$ cat config.mk
export PLATFORM = sky130hd
export DESIGN_NAME = sme_host
export DESIGN_NICKNAME = d
export VERILOG_FILES = /design/src/rtl/sme_host.sv
export SDC_FILE = /design/constraint.sdc
export NUM_CORES = 1
export LEC_CHECK = 0
export CORE_ASPECT_RATIO = 0.9
export CORE_UTILIZATION = 55
export CTS_CLUSTER_DIAMETER = 40
export DETAILED_ROUTE_END_ITERATION = 10
export PLACE_DENSITY_LB_ADDON = 0.08
export RECOVER_POWER = 25
export SETUP_SLACK_MARGIN = 0.02
export SLEW_MARGIN = 10
export SYNTH_ARGS = -nofsm -noshare
export SYNTH_HDL_FRONTEND = slang
export SYNTH_SLANG_ARGS = --single-unit
$ cat constraint.sdc
create_clock -name clk -period 2.3 [get_ports clk]
set_input_delay 0.46 -clock clk [delete_from_list [all_inputs] [get_ports clk]]
set_output_delay 0.46 -clock clk [all_outputs]
set_load 0.03 [all_outputs]
$ cat src/rtl/sme_host.sv
// sme_host: buffers one string and one pattern, streams them to the string-matching engine and captures its result.
module sme_host #(
    parameter int STR_MAX = 32,
    parameter int PAT_MAX = 8,
    parameter int TIMEOUT = 1023
) (
    input  logic       clk,
    input  logic       reset,
    input  logic       load_en,
    input  logic       load_sel,
    input  logic [7:0] load_data,
    input  logic       load_clr,
    input  logic       start,
    input  logic       keep_str,
    output logic       busy,
    output logic       done,
    output logic       err,
    output logic       timeout,
    output logic       result_match,
    output logic [4:0] result_index,
    output logic [7:0] chardata,
    output logic       isstring,
    output logic       ispattern,
    input  logic       valid,
    input  logic       match,
    input  logic [4:0] match_index
);
    localparam int SW = $clog2(STR_MAX + 1);
    localparam int PW = $clog2(PAT_MAX + 1);
    localparam int SA = $clog2(STR_MAX);
    localparam int PA = $clog2(PAT_MAX);
    localparam logic [SW-1:0] SMAX = SW'(STR_MAX);
    localparam logic [PW-1:0] PMAX = PW'(PAT_MAX);
    localparam logic [9:0] TLAST = 10'(TIMEOUT - 1);

    typedef enum logic [2:0] {IDLE, SEND_S, SEND_P, WAIT, FIN} state_t;

    state_t state;
    logic [7:0] sbuf [STR_MAX];
    logic [7:0] pbuf [PAT_MAX];
    logic [SW-1:0] slen, idx;
    logic [PW-1:0] plen;
    logic [9:0] wcnt;
    logic wr;

    assign wr = reset && state == IDLE && !load_clr && load_en;

    // Buffer contents survive reset; only the lengths are cleared.
    always_ff @(posedge clk) begin
        if (wr && !load_sel && slen != SMAX) sbuf[slen[SA-1:0]] <= load_data;
        if (wr && load_sel && plen != PMAX) pbuf[plen[PA-1:0]] <= load_data;
    end

    always_ff @(posedge clk) begin
        if (!reset) begin
            state <= IDLE;
            slen <= '0;
            plen <= '0;
            idx <= '0;
            wcnt <= '0;
            busy <= 1'b0;
            done <= 1'b0;
            err <= 1'b0;
            timeout <= 1'b0;
            result_match <= 1'b0;
            result_index <= '0;
            chardata <= 8'h00;
            isstring <= 1'b0;
            ispattern <= 1'b0;
        end else begin
            case (state)
                IDLE: begin
                    if (load_clr) begin
                        slen <= '0;
                        plen <= '0;
                    end else if (load_en) begin
                        if (!load_sel && slen != SMAX) slen <= slen + 1'b1;
                        if (load_sel && plen != PMAX) plen <= plen + 1'b1;
                    end
                    if (start) begin
                        if (plen == '0) begin
                            done <= 1'b1;
                            err <= 1'b1;
                            timeout <= 1'b0;
                            state <= FIN;
                        end else if (keep_str || slen == '0) begin
                            busy <= 1'b1;
                            ispattern <= 1'b1;
                            chardata <= pbuf[0];
                            idx <= SW'(1);
                            state <= SEND_P;
                        end else begin
                            busy <= 1'b1;
                            isstring <= 1'b1;
                            chardata <= sbuf[0];
                            idx <= SW'(1);
                            state <= SEND_S;
                        end
                    end
                end
                // The pattern must follow the string with no idle gap.
                SEND_S: begin
                    if (idx == slen) begin
                        isstring <= 1'b0;
                        ispattern <= 1'b1;
                        chardata <= pbuf[0];
                        idx <= SW'(1);
                        state <= SEND_P;
                    end else begin
                        chardata <= sbuf[idx[SA-1:0]];
                        idx <= idx + 1'b1;
                    end
                end
                SEND_P: begin
                    if (idx == SW'(plen)) begin
                        ispattern <= 1'b0;
                        chardata <= 8'h00;
                        wcnt <= '0;
                        state <= WAIT;
                    end else begin
                        chardata <= pbuf[idx[PA-1:0]];
                        idx <= idx + 1'b1;
                    end
                end
                WAIT: begin
                    if (valid) begin
                        result_match <= match;
                        result_index <= match_index;
                        err <= 1'b0;
                        timeout <= 1'b0;
                        done <= 1'b1;
                        busy <= 1'b0;
                        state <= FIN;
                    end else if (wcnt == TLAST) begin
                        result_match <= 1'b0;
                        err <= 1'b0;
                        timeout <= 1'b1;
                        done <= 1'b1;
                        busy <= 1'b0;
                        state <= FIN;
                    end else begin
                        wcnt <= wcnt + 1'b1;
                    end
                end
                FIN: begin
                    done <= 1'b0;
                    state <= IDLE;
                end
                default: state <= IDLE;
            endcase
        end
    end
endmodule

; ---- After elaboration in Yosys (flattened, before gate mapping)
; Memory sizes are Yosys's and may differ from the RTL's. A register that Yosys moved wholly into a read port is not among the register bits.
; Index checks and enable logic that the tools add are counted.
[op_classes]
addsub = 4
n_mux = 64
n_shift = 0
n_lt_le_gt_ge = 0
eq_ne = 20
div = 0
mul = 0
bitwise = 0
reduce_logical = 37
[ops]
columns = cell, count
row1 = 6-bit 2-to-1 mux, 7
row2 = 8-bit 2-to-1 mux, 5
row3 = 10-bit 2-to-1 mux, 3
row4 = 1-bit 2-to-1 mux, 25
row5 = 3-bit 2-to-1 mux, 8
row6 = 8-bit case mux with 3 select lines, 1
row7 = 4-bit AND reduction, 6
row8 = 10-bit case mux with 2 select lines, 1
row9 = 6-bit case mux with 3 select lines, 1
row10 = 2-bit inequality test (second input constant), 8
row11 = 2-bit nonzero test, 7
row12 = 6-bit by 1-bit adder with 6-bit output (second input constant), 2
row13 = 4-bit 2-to-1 mux, 3
row14 = 3-bit case mux with 4 select lines, 1
row15 = 10-bit by 1-bit adder with 10-bit output (second input constant), 1
row16 = 10-bit equality test (second input constant), 1
row17 = 5-bit 2-to-1 mux, 2
row18 = 1-bit logical AND, 9
row19 = 3-bit AND reduction, 3
row20 = 1-bit case mux with 2 select lines, 4
row21 = 3-bit by 2-bit equality test with 1-bit output (second input constant), 2
row22 = 6-bit by 4-bit equality test with 1-bit output, 1
row23 = 6-bit equality test, 1
row24 = 6-bit zero test, 1
row25 = 17 further kinds, 22
[word_totals]
reg_bits = 49
input_bits = 22
latch_bits = 0
mem_bits_ro = 0
elab_cells = 141
memories = 2
mem_bits_rw = 320
[memory_table]
columns = memory, words, word_bits, rd, rd_clocked_by_memory_dff, wr, line
row1 = sbuf, 32, 8, 2, 1, 1, 39  ; logic [7:0] sbuf [STR_MAX];
row2 = pbuf, 8, 8, 2, 1, 1, 40  ; logic [7:0] pbuf [PAT_MAX];

; ---- Longest topological paths before layout
[depth]
ltp_word = 8
ltp_mapped = 9
mapped_depth_nobuf = 7

; ---- Worst setup path before layout
; No wires, ideal clock.
[synth_path]
path_kind = register to register
from = reg slen[0]
to = mem sbuf[12][0] (enable)
required_ns = 1.930
setup_slack_ns = 0.033
stages_incl_launch_ff = 7
t_arrival_ns = 1.897
period_less_slack_ns = 2.267
path_cell_list = dfxtp_1 > inv_1 > ha_1 > a311oi_2 > and2_1 > nand2_1 > nor2_1
[synth_between]
elab_chain_len = 4
[synth_rtl]
columns = element, line
row1 = start: declaration, 41  ; logic [SW-1:0] slen, idx;
row2 = start signal: assignment, 77  ; if (!load_sel && slen != SMAX) slen <= slen + 1'b1;
row3 = 6-bit inequality test, 50  ; if (wr && !load_sel && slen != SMAX) sbuf[slen[SA-1:0]] <= load_data;
row4 = 1-bit logical AND, 50
row5 = 1-bit 2-to-1 mux, 50
row6 = 1-bit 2-to-1 mux (not written as such), 50
row7 = end: declaration, 39
; Parallel ways exist; a longest one is shown, timed or not.

==> results.ini <==
[floorplanning]
initial_utilization_pct=56.23
placementRows=57
dieArea_um2=28380
core_um2=27100
ios=42
die_h_um=159.9
dieWidth_um=177.5

[hold_path]
hold_path_class=flip-flop to flip-flop
hp-start=result_index[4]

[finish]
final_area_um2=18380
nNetsFinal=1092
layout_common_cells=edfxtp_1, buf_4, nor2_1
drive_gt1_share_pct=26.67
syn2layout_area_growth_pct=20.62
fillers=1806
n_antenna_cell=0
final_common_cell=edfxtp_1

[global_routing]
grt_max_degree=41
grt_pass1_vias=9019
grt_pass1_wl_um=56760
antenna_found_initial=0
grt-ovfl-total=0
groute.usage.overall_pct=27.71

[sta]
setup_viol=0
fin_worst_skew_ns=0.02990
maxSlewHeadroom_pct=25.91
min_period_ns=2.280
fin_crit_sh_pct=99.13
worstMarginPinSlew_ns=1.111
drv_slew=0
finalHoldViolCount=0
max_freq_ghz=0.4386
rsz0062_at_grt=true

[synthesis]
ys_types=66
ys_ff_latch=374
yosys_warnings=0
avgSynthCellArea_um2=17.16
syn-cell-area_um2=15240
async_flop_share_pct=0
synthCells=888
seq_area_frac_synth_pct=70.15
synth_flop_cell=edfxtp_1
synth_edf_count=320
synth_nets=919

[cts]
clkTransAtPathRegs_ns=0.06
hold_buffers=0
clkSinkCount=374
cts_buffer_depth=3
h-tree-depth=2
clk-insertion-delay-late_ns=0.55
cts_root_buf=clkbuf_16
numCtsBuffers=42
cts_tree=done

[power]
p_seq_share_pct=47.4
power_density_nw_per_um2=878.7
p_sw_mw=3.967
netSwitchingFraction_pct=24.56
total_power_mw=16.15
power.leakage_nw=5.985
p_int_mw=12.18
pwr-share-clk_pct=40.7
ir_worst_vdd_mv=0.6530
pwr-share-comb_pct=11.9

[placed_design]
dp_hpwl_um=25250
dpl_cell_area_um2=16990
port_buffers=41
gp_congestion=0.9105

[worst_setup_path]
cp.required_ns=2.70
critical_path_arrival_ns=2.68
cp-end-kind=flip-flop
crit_path_max_fanout=14
cp-start-kind=flip-flop
worst-setup-path-type=flip-flop to flip-flop

[routing]
drt_iter0_markers=986
top_layer=met4
wl_met1_um=16460
dr_wl_met3_um=3453
dr_wl_met2_um=17530
wirelength_um=38310
antenna_left=0
firstDrtPassIters=6
wire_per_inst_um=26.44
avgViaCountPerCell=6.358
drc=0
vias=9213

[run]
drv_cap=0

[status]
status=finished, final reports clean

==> logic make-up after synthesis <==
kind of cell	Yosys count	share of synthesized area, %
multiplexers	105	13.83
AND/OR/NAND/NOR	196	6.494
flip-flops	374	70.15
buffers and inverters	57	1.831
XOR/XNOR	16	0.9195
AO/OA/AOI/OAI	131	6.035
adder cells (fa/ha/maj)	9	0.7389
==> per-stage QoR <==
step	setup WS, ns	util (%)	TNS (ns)	cells	hold slack, ns
floorplan	0.03263	-	0	888	0.4540
global placement	-0.1428	62.68	-30.36	1363	0.4454
detailed placement	-0.1501	62.68	-33.21	1363	0.4549
CTS	0.006486	67.99	0	1446	0.4613
global route	-0.006814	67.83	-0.01101	1449	0.4844
finish	0.02006	67.83	0	1449	0.4600
==> worst max-delay path: stages (launching register included) <==
cell and delay (ns):
dfxtp_4 0.36, buf_12 0.14, buf_16 0.17, mux4_1 0.60, mux4_2 0.51, o211ai_1 0.20, o221ai_1 0.15
==> routing by layer <==
layer | GRT usage, % | vias up
li1 | - | 3965
met1 | 41.81 | 4683
met2 | 41.71 | 496
met3 | 5.762 | 69
met4 | 6.605 | 0
met5 | 0 | -
==> worst paths after layout <==
path                                   endpoint  slack (ns)  cells after the start
worst max-delay path                chardata[3]        0.02                      6
worst min-delay path            result_index[4]        0.46                      2
worst max register to register      chardata[3]        0.02                      6
worst min register to register  result_index[4]        0.46                      2
==> synthesized netlist by cell type (all sizes together) (3+ instances only) <==
cell type    n  share of area [%]
a2111oi      4               0.27
a211oi       6               0.30
a21o         3               0.15
a21oi       27               0.89
a221oi       7               0.40
a22oi        7               0.34
a31oi        8               0.33
a32oi        5               0.29
and2         3               0.12
and3         3               0.12
and4         4               0.23
buf         26                1.1
clkbuf      17               0.42
dfxtp       54                7.1
edfxtp     320                 63
ha           9               0.74
inv         14               0.34
mux2i       25                1.6
mux4        79                 12
nand2       29               0.71
nand2b      10               0.41
nand3       25               0.82
nand3b       7               0.34
nand4        9               0.37
nor2        70                1.7
nor3        10               0.39
nor3b        3               0.15
nor4         4               0.21
o211ai       8               0.39
o21ai       23               0.76
o221ai       6               0.34
o22a         4               0.23
o22ai        3               0.12
or3          9               0.37
or3b         3               0.17
xnor2        4               0.23
xor2        12               0.69
==> registers in the layout, summed over array words and instances (netlist names), named ones only <==
name / cells
state: 3
timeout: 1
plen: 4
chardata: 8
isstring: 1
pbuf: 64
slen: 6
idx: 6
sbuf: 256
busy: 1
ispattern: 1
done: 1
err: 1
result_index: 5
result_match: 1
wcnt: 10
==> power by group through the flow <==
stage          sequential [mW]  clock [mW]  combinational [mW]
3_5_place_dp              7.80           0                1.85
5_1_grt                   7.66        6.92                2.05
3_3_place_gp              7.79           0                1.82
2_1_floorplan             7.87           0               0.875
6_report                  7.66        6.57                1.92
4_1_cts                   7.64        6.66                1.89
==> cell type report <==
class	instances	area, um2	share of cell area [%]
flip-flops and latches	374	10700	58.21
multi-input cells	457	4277	23.27
repair buffers	172	1516	8.250
clock buffers	60	1230	6.691
well taps	354	442.9	2.410
clock inverters	18	162.7	0.8849
inverters	14	52.55	0.2859
==> what timing repair did <==
item / CTS / global route
resized for setup: 1 / 19
setup buffers: 5 / 3
setup endpoints to repair: 6 / 14
hold endpoints to repair: 0 / 0
pin swaps: 1 / 1
(Power assumes the default switching activity.)
